===== src/rtl/uart_tx_arbiter.sv =====
// uart_tx_arbiter: shares one uart_tx byte transmitter between N requesters.
// A requester owns the transmitter for a whole packet (up to req_last); an
// owner that leaves req_valid low for HOLD_CYCLES ISSUE cycles loses the lock.
//
// state    | meaning
// IDLE     | no owner; pick the next requester once tx_ready is high
// ISSUE    | owner locked; accept its next byte while tx_ready is high
// WAIT_ACK | byte strobed; wait for tx_ready low to confirm the load
module uart_tx_arbiter #(
    parameter int N           = 4,
    parameter int HOLD_CYCLES = 255
) (
    input  logic           clk,
    input  logic           reset,
    input  logic [N-1:0]   req_valid,
    input  logic [8*N-1:0] req_data,
    input  logic [N-1:0]   req_last,
    output logic [N-1:0]   req_ready,
    output logic [N-1:0]   grant,
    output logic           busy,
    output logic [7:0]     tx_data,
    output logic           tx_strobe,
    input  logic           tx_ready
);
    localparam int            IW       = (N > 1) ? $clog2(N) : 1;
    localparam logic [IW-1:0] LAST_IDX = IW'(N - 1);
    localparam logic [15:0]   HOLD_MAX = 16'(HOLD_CYCLES);

    typedef enum logic [1:0] {
        IDLE,
        ISSUE,
        WAIT_ACK
    } state_t;

    state_t        state_q, state_d;
    logic [N-1:0]  grant_q, grant_d;
    logic [IW-1:0] owner_q, owner_d;
    logic [IW-1:0] ptr_q, ptr_d, ptr_adv;
    logic [IW-1:0] scan_idx, win_idx;
    logic          win_found;
    logic [15:0]   hold_q, hold_d;
    logic          last_q, last_d;
    logic [7:0]    tx_data_q, tx_data_d;
    logic          strobe_q, strobe_d;
    logic          busy_q;
    logic          own_valid, own_last;
    logic [7:0]    own_data;

    assign own_valid = req_valid[owner_q];
    assign own_last  = req_last[owner_q];
    assign own_data  = req_data[{owner_q, 3'b000} +: 8];
    assign ptr_adv   = (owner_q == LAST_IDX) ? '0 : owner_q + IW'(1);

    // Round-robin search starting at the pointer; explicit wrap keeps non-power-of-2 N legal.
    always_comb begin
        win_found = 1'b0;
        win_idx   = '0;
        scan_idx  = ptr_q;
        for (int k = 0; k < N; k++) begin
            if (!win_found && req_valid[scan_idx]) begin
                win_found = 1'b1;
                win_idx   = scan_idx;
            end
            scan_idx = (scan_idx == LAST_IDX) ? '0 : scan_idx + IW'(1);
        end
    end

    // Next-state, lock bookkeeping and the combinational accept.
    always_comb begin
        state_d   = state_q;
        grant_d   = grant_q;
        owner_d   = owner_q;
        ptr_d     = ptr_q;
        hold_d    = hold_q;
        last_d    = last_q;
        tx_data_d = tx_data_q;
        strobe_d  = 1'b0;
        req_ready = '0;
        case (state_q)
            IDLE: begin
                if (tx_ready && win_found) begin
                    owner_d = win_idx;
                    grant_d = {{(N-1){1'b0}}, 1'b1} << win_idx;
                    hold_d  = '0;
                    state_d = ISSUE;
                end
            end
            ISSUE: begin
                req_ready[owner_q] = tx_ready;
                if (own_valid && tx_ready) begin
                    tx_data_d = own_data;
                    strobe_d  = 1'b1;
                    last_d    = own_last;
                    hold_d    = '0;
                    state_d   = WAIT_ACK;
                end else if (!own_valid) begin
                    if (hold_q >= HOLD_MAX - 16'd1) begin
                        hold_d  = HOLD_MAX;
                        grant_d = '0;
                        ptr_d   = ptr_adv;
                        state_d = IDLE;
                    end else begin
                        hold_d = hold_q + 16'd1;
                    end
                end
            end
            WAIT_ACK: begin
                if (!tx_ready) begin
                    if (last_q) begin
                        grant_d = '0;
                        ptr_d   = ptr_adv;
                        state_d = IDLE;
                    end else begin
                        state_d = ISSUE;
                    end
                end
            end
            default: begin
                grant_d = '0;
                state_d = IDLE;
            end
        endcase
    end

    // State and output registers; reset drops any pending strobe immediately.
    always_ff @(posedge clk or posedge reset) begin
        if (reset) begin
            state_q   <= IDLE;
            grant_q   <= '0;
            owner_q   <= '0;
            ptr_q     <= '0;
            hold_q    <= '0;
            last_q    <= 1'b0;
            tx_data_q <= 8'h00;
            strobe_q  <= 1'b0;
            busy_q    <= 1'b0;
        end else begin
            state_q   <= state_d;
            grant_q   <= grant_d;
            owner_q   <= owner_d;
            ptr_q     <= ptr_d;
            hold_q    <= hold_d;
            last_q    <= last_d;
            tx_data_q <= tx_data_d;
            strobe_q  <= strobe_d;
            busy_q    <= (state_d != IDLE);
        end
    end

    assign grant     = grant_q;
    assign busy      = busy_q;
    assign tx_data   = tx_data_q;
    assign tx_strobe = strobe_q;

endmodule


===== config.mk =====
export PLATFORM = sky130hd
export DESIGN_NAME = uart_tx_arbiter
export DESIGN_NICKNAME = d
export VERILOG_FILES = /design/src/rtl/uart_tx_arbiter.sv
export SDC_FILE = /design/constraint.sdc
export NUM_CORES = 1
export LEC_CHECK = 0
export BUFFER_PORTS_ARGS = -buffer_cell sky130_fd_sc_hd__buf_2
export CAP_MARGIN = 20
export CORE_ASPECT_RATIO = 0.9
export CORE_MARGIN = 1
export CORE_UTILIZATION = 48
export CTS_CLUSTER_SIZE = 8
export DETAILED_ROUTE_END_ITERATION = 10
export GPL_ROUTABILITY_DRIVEN = 0
export PLACE_DENSITY = 0.76
export SKIP_CTS_REPAIR_TIMING = 1
export SLEW_MARGIN = 40
export SYNTH_ARGS = -nofsm -noshare
export SYNTH_HDL_FRONTEND = slang
export SYNTH_SLANG_ARGS = --single-unit

===== constraint.sdc =====
create_clock -name clk -period 2.04 [get_ports clk]
set_input_delay 0.102 -clock clk [delete_from_list [all_inputs] [get_ports clk]]
set_output_delay 0.102 -clock clk [all_outputs]
set_load 0.02 [all_outputs]

# Word level (Yosys, flattened, before mapping)
# Index checks and enable logic that the tools add are counted.
# op_classes
n_reduce_logical,18
bitwise_logic,1
n_mux,54
n_shift,2
n_addsub,5
n_eq_ne,13
order_cmp,7
# ops
cell,n
$mux W16,4
$mux W2,18
$pmux W16 S2,1
$shiftx A32 B6 Y8,1
$mux W4,7
$add A16 B1 Y16 const B,1
$ge A16 B8 Y1 const B,1
$lt A2 B3 Y1 const B,5
$mux W1,14
$bmux W1 S2,6
$ne A2 B2 Y1 const B,6
$pmux W4 S3,1
$reduce_and A6 Y1,2
$eq A2 B2 Y1 const B,5
$add A2 B1 Y2 const B,4
$logic_and A1 B1 Y1,6
$pmux W2 S3,1
$reduce_bool A2 Y1,3
$and A4 B4 Y4,1
$pmux W2 S2,1
$reduce_and A2 Y1,2
$shl A1 B2 Y4 const A,1
$logic_not A1 Y1,3
$ne A3 B3 Y1 const B,1
other kinds (5),5
# word_totals
wordCells,109
register_bits,37

# Depth between registers and ports, before layout
# Gate-level depths: netlist of the first run.
# depth
word_depth,16
mapped_depth,8
mapped_depth_nobuf,7

# Worst setup path after synthesis of the first run
# OpenSTA, ideal clock, no wires.
# synth_timing
path_kind,reg-to-reg
from,register ptr_q[1]
to,register hold_q[11]
path_slack_ns,-0.057
t_arrival_ns,1.957
stages_incl_launch_ff,9
path_buffers,1
period_less_slack_ns,2.097
cell_sequence,dfrtp_1 ha_1 mux2_2 o22ai_2 nand4b_1 and2_1 buf_4 a41oi_1 nor2_1
# synth_between
elab_chain_len,15
elab_cells_between_ends,30
# synth_lines
element,line_no,text
"start, declared",38,"logic [IW-1:0] ptr_q, ptr_d, ptr_adv;"
"start signal, assigned",141,ptr_q <= ptr_d;
"parallel branches: the longest is 11 deep, another holds $add A2 B1 Y2",-,
$mux W1 *,60,if (!win_found && req_valid[scan_idx]) begin
$logic_and A1 B1 Y1 *,81,if (tx_ready && win_found) begin
$ne A2 B2 Y1 (no line) *,-,
$reduce_and A3 Y1 (no line) *,-,
"end signal, assigned",142,hold_q <= hold_d;
"end, declared",41,"logic [15:0] hold_q, hold_d;"
# Every way passes the cells marked *. The select of a mux whose other input is x is not followed.
# A chain may end at the register's enable or synchronous reset.

# Final worst setup path of the first run
# layout_timing
from,register ptr_q[1]
to,register hold_q[14]
# The elaborated chain is that of the path after synthesis.

==> flow_metrics.tcl, run 1 <==
set metrics [dict create \
    status "finished with violations" \
    violations "negative setup slack" \
    initial_core_util 0.5127 \
    via_count 2109 \
    final_antenna_net_count 0 \
    period_needed_ps 2129 \
    syn_to_final_growth_pct 31.84 \
    syn_avg_cell_area_sq_um 10.71 \
    drtPass1Iterations 4 \
    setup.worst_path.end_class "flip-flop" \
    p_per_area_mw_per_mm2 1372 \
    final-instance-count-excl-fill 366 \
    fin_skew_ps 15.21 \
    antenna_found_initial 0 \
    grt_max_degree 38 \
    via_per_inst 5.762 \
    ir_drop_v 0.0007276 \
    grt_pass1_wl_microns 8970 \
    route.met3.wl_microns 344 \
    diodes 0 \
    fin_util 0.6760 \
    cts_tree "yes" \
    yosys.area.top_type "dfrtp_1" \
    drcViolationCount 0 \
    worstPathArrival_ps 2350 \
    required_ps 2260 \
    crit_path_max_fanout 3 \
    cts_buffer_depth 2 \
    hold_viol_final 0 \
    std_cell_rows 23 \
    ios 61 \
    ys_seq_elements 37 \
    synth_fp_nets 269 \
    die_y_microns 68.33 \
    critPathKind "reg -> reg" \
    crit_buf_inv 0 \
    slew_headroom 0.6446 \
    rsz0062_at_grt "yes" \
    syn_area_sq_mm 0.002346 \
    nFillCells 341 \
    cts_buffers 5 \
    drive_gt1_frac 0.4638 \
    clockRootBuffer "clkbuf_8" \
    path_cells "ha_4 > mux2_4 > o22ai_4 > nand4b_1 > nand4b_1 > o31a_1 > o21a_1" \
    synth_top_cell_area_share 0.3947 \
    final_common_cell "buf_2" \
    post-dp-hpwl_microns 4012 \
    multiInputGateArea_sq_mm 0.001434 \
    wl_met2_microns 2508 \
    tightest_slew_ps 526.2 \
    max_freq_mhz 469.6 \
    wl_per_cell_microns 14.83 \
    drt_wl_total_microns 5429 \
    grt_usage 0.2322 \
    setup_ws_ps -89.28 \
    seq_area_sq_um 925.9 \
    crit_family "compound AO/OA/AOI/OAI gates" \
    numPortBuffers 60 \
    async_flop_share 1.000 \
    core_area_sq_mm 0.004576 \
    synthMuxAreaShare 0.1755 \
    synth_edf_count 0 \
    slew_violations 0 \
    grt.overflow.total 0 \
    clk_latency_ps 290 \
    yosysWarnings 0 \
    synth_top_family_by_area "compound AO/OA/AOI/OAI gates" \
    post_synth_num_cell_types 51 \
    fin_crit_sh 1.044 \
    synthAdderAreaFrac 0.03733 \
    ys.flop_type "dfrtp_1" \
    crit_top_cell "nand4b_1" \
    synthTopCellsByArea "dfrtp_1 39%, mux4_2 9.6%, mux2_2 6.2%" \
    setup_viol 14 \
    drt_iter0_drc 151 \
    synthCells 219 \
    slowest_delay_ps 420 \
    finish.net_count 353 \
    drv_cap 0 \
    die_w_microns 75.69 \
    dp.cells 354 \
    highest-signal-layer "met4" \
    critPathLaunchType "flip-flop" \
    hp-class "in -> reg" \
    cts_sinks 37 \
    met1_length_microns 2542 \
    dieArea_sq_mm 0.005172 \
    synth_xor_xnor_area_share 0 \
    grt_pass1_vias 1981 \
    final_cell_mix "60 x buf_2, 37 x dfrtp_1, 24 x buf_4, 16 x nor2_1, 14 x nand2_1" \
    synthSimpleGateAreaFrac 0.1525 \
    synth_seq_area_share 0.3947 \
    htreeDepth 2 \
    p_leak_uw 0.001450 \
    synth-compound-area-share 0.2021 \
    crit_slowest_cell "dfrtp_1" \
    clk_pin_slew_worst_paths_ps 80 \
]
[state kept, by name (all words and copies together) (netlist names)]
signal     flops
hold_q        16
tx_data        8
grant          4
owner_q        2
ptr_q          2
state_q        2
busy           1
last_q         1
tx_strobe      1
[final cells by class]
| cell class | count | share of cell area |
|---|---|---|
| Multi-Input combinational cell | 164 | 0.4636 |
| Sequential cell | 37 | 0.2994 |
| Timing Repair Buffer | 86 | 0.1650 |
| Tap cell | 62 | 0.02508 |
| Clock buffer | 6 | 0.02346 |
| Clock inverter | 2 | 0.01254 |
| Inverter | 9 | 0.01092 |
[power breakdown]
group	switching (uW)	total, uW	leakage, uW	internal (uW)
Combinational	1320	2540	0.000915	1220
Sequential	128	1080	0.000480	950
Clock	256	623	0.0000554	367
[cell usage after synthesis (all sizes together), types with 2 or more instances]
cell and number:
o21ai 5, inv 9, and2 5, mux2 13
nand4b 2, ha 7, clkbuf 2, or4 2
a21o 2, mux4 10, a22o 2, or3 2
nor3 5, buf 7, o21a 6, mux2i 4
o31ai 2, a31oi 5, or2 2, o21bai 3
o2bb2ai 2, nor3b 2, a41oi 5, nand3 6
o22a 5, o211ai 2, a21oi 16, nand2b 5
nand2 15, dfrtp 37, nor2 16, nand3b 2
[cells by family after synthesis]
kind of cell             count (synthesis)
adder cells (fa/ha/maj)                  7
flip-flops                              37
AO/OA/AOI/OAI                           63
buffers and inverters                   18
AND/OR/NAND/NOR                         67
multiplexers                            27
[path summary, 6_finish.rpt]
check	from	to	cells after the start	slack (ps)
min in group asynchronous	reset	tx_data[4]	4	460
worst max-delay path	ptr_q[1]	hold_q[14]	7	-90
max in group asynchronous	reset	state_q[1]	4	1250
worst max register to register	ptr_q[1]	hold_q[14]	7	-90
worst min-delay path	tx_ready	state_q[1]	3	250
worst min register to register	hold_q[5]	hold_q[5]	1	490
[metal layers]
layer | GRT usage | vias to the layer above
li1 | - | 1005
met1 | 0.3151 | 1002
met2 | 0.3783 | 97
met3 | 0.04713 | 5
met4 | 0.06481 | 0
met5 | 0 | -
[per-stage QoR]
| step | TNS [ps] | power, uW | area, sq um | hold WS [ps] | worst slack [ps] |
|---|---|---|---|---|---|
| after floorplan | -6.183 | 2690 | 2359 | 281.7 | -6.183 |
| after global placement | -101.6 | 3337 | 2859 | 227.3 | -33.44 |
| after detailed placement | -379.5 | 3393 | 2859 | 229.7 | -103.1 |
| after CTS | -617.8 | 4031 | 2970 | -81.27 | -117.1 |
| after global routing | -1675 | 4516 | 3093 | 248.6 | -142.4 |
| final | -520.8 | 4243 | 3093 | 246.4 | -89.28 |
[worst reg2reg max path: cells and delay by family, from the launching register on]
kind	cells	cell delay [ps]
muxes	1	310
AOI/OAI and AO/OA	3	590
and+or+nand+nor	2	430
DFF	1	420
adders and majority gates	1	310
Note: power is estimated with default switching activity, not from simulation.
==> run 2: changes to the inputs <==
==> constraint.sdc (replaced) <==
create_clock -name clk -period 2.04 [get_ports clk]
set_input_delay 0.408 -clock clk [delete_from_list [all_inputs] [get_ports clk]]
set_output_delay 0.408 -clock clk [all_outputs]
set_load 0.02 [all_outputs]
==> run 2 against run 1 <==
Against the previous run:
- worst setup slack improved by 40 ps
- the flow still finishes with violations (negative setup slack)
- global-route usage rose by 0.88 points
- routed wire length up 6.6%
- critical endpoint is now hold_q[15]
- via count is 0.85% higher
- sequential share of layout area fell by 1.3 points
- utilization up 3.1 points
==> flow_metrics.tcl, run 2 (same netlist as run 1, synthesis figures left out) <==
set metrics [dict create \
    status "finished with violations" \
    violations "negative setup slack" \
    htreeDepth 2 \
    die_y_microns 68.33 \
    final_antenna_net_count 0 \
    via_per_inst 5.627 \
    pwr-share-seq 0.248 \
    final_common_cell "buf_2" \
    std_cell_rows 23 \
    ios 61 \
    nFillCells 322 \
    largest-register "hold_q" \
    syn_to_final_growth_pct 37.92 \
    setup_ws_ps -49.00 \
    fin_skew_ps 6.242 \
    fin_crit_sh 1.024 \
    initial_core_util 0.5127 \
    power.switching_uw 1776 \
    cts_sinks 37 \
    p_comb_frac 0.608 \
    drv_cap 0 \
    p_per_area_mw_per_mm2 1349 \
    setup_viol 12 \
    swShare 0.4069 \
    ir_drop_v 0.0009425 \
    p_int_uw 2588 \
    slew_violations 0 \
    core_area_sq_mm 0.004576 \
    diodes 0 \
    p_leak_uw 0.001522 \
    rsz0062_at_grt "yes" \
    tightest_slew_ps 449.0 \
    grt_pass1_vias 2015 \
    dieArea_sq_mm 0.005172 \
    tns_ps -393.9 \
    drt_iter0_drc 149 \
    hp-class "in -> async" \
    clockRootBuffer "clkbuf_8" \
    holdWs_ps 200.5 \
    crit_path_max_fanout 8 \
    max_freq_mhz 478.7 \
    numPortBuffers 60 \
    required_ps 2220 \
    grt_max_degree 38 \
    drcViolationCount 0 \
    drive_gt1_frac 0.5032 \
    cts_buffer_depth 2 \
    setup.worst_path.end_class "flip-flop" \
    critPathLaunchType "flip-flop" \
    drtPass1Iterations 4 \
    wl_per_cell_microns 15.30 \
    clk_latency_ps 290 \
    hold_viol_final 0 \
    grt_usage 0.2410 \
    period_needed_ps 2089 \
    cts_tree "yes" \
    grt_pass1_wl_microns 9121 \
    pwr-share-clk 0.144 \
    antenna_found_initial 0 \
    finish.net_count 365 \
    post-dp-hpwl_microns 4187 \
    slew_headroom 0.6989 \
    grt.overflow.total 0 \
    critPathKind "reg -> reg" \
    worstPathArrival_ps 2270 \
    final_cell_mix "60 x buf_2, 37 x dfrtp_1, 34 x buf_4, 15 x nor2_1, 13 x nand2_1" \
    largest_reg_flops 16 \
    cts_buffers 5 \
    die_w_microns 75.69 \
    via_count 2127 \
    place_ws_ps -137.0 \
    drt_wl_total_microns 5785 \
    clk_pin_slew_worst_paths_ps 80 \
]
## run 2: cell count changes in the layout (fill, tap and decap cells not counted), moves of 2 or more
cell / before / now
a21oi_4: 0 / 2
a21oi_2: 6 / 4
buf_6: 0 / 2
buf_4: 24 / 34
## run 2: metal layers
| metal | up-vias | global-route usage | wire length, microns | part of all wire |
|---|---|---|---|---|
| met5 | - | 0 | 0 | 0 |
| met4 | 0 | 0.07176 | 74 | 0.013 |
| met3 | 7 | 0.06775 | 395 | 0.068 |
| met2 | 99 | 0.3850 | 2789 | 0.48 |
| met1 | 996 | 0.3195 | 2526 | 0.44 |
| li1 | 1025 | - | - | - |
## run 2: through the flow
step             util  total power, uW  instance area, sq um  cells
3_5_place_dp   0.6445             3450                  2949    366
4_1_cts        0.6689             4090                  3060    374
6_report       0.7071             4364                  3236    378
3_3_place_gp   0.6445             3374                  2949    366
5_1_grt        0.7071             4665                  3236    378
2_1_floorplan       -             2690                  2359    219
## run 2: critical path, cell delays in order (launching register included)
cell and delay [ps]:
dfrtp_1 420, ha_4 300, mux2_4 310, o22ai_4 200, nand4b_1 200, buf_4 210, nand2_8 110, nor4_1 60
o21a_1 170
## run 2: power groups by stage
stage / clock (uW) / combinational, uW / sequential [uW]
floorplan: 0 / 1420 / 1270
global placement: 0 / 2300 / 1080
detailed placement: 0 / 2360 / 1090
CTS: 641 / 2370 / 1080
global route: 669 / 2890 / 1110
finish: 629 / 2650 / 1080
## run 2: layout make-up
class	instances	area [sq um]	share of cell area
Clock buffer	6	72.57	0.02243
Clock inverter	2	38.79	0.01199
Inverter	9	33.78	0.01044
Multi-Input combinational cell	165	1489	0.4602
Sequential cell	37	925.9	0.2862
Tap cell	62	77.57	0.02398
Timing Repair Buffer	97	598.1	0.1848
## run 2: path summary, 6_finish.rpt
path / start / endpoint / slack, ps / depth (start not counted)
worst min register to register: grant[2] / grant[2] / 490 / 1
worst min-delay path: reset / tx_data[4] / 200 / 3
min in group clk: grant[2] / grant[2] / 490 / 1
worst max register to register: ptr_q[1] / hold_q[15] / -50 / 8
worst max-delay path: ptr_q[1] / hold_q[15] / -50 / 8
max in group asynchronous: reset / state_q[1] / 1520 / 3
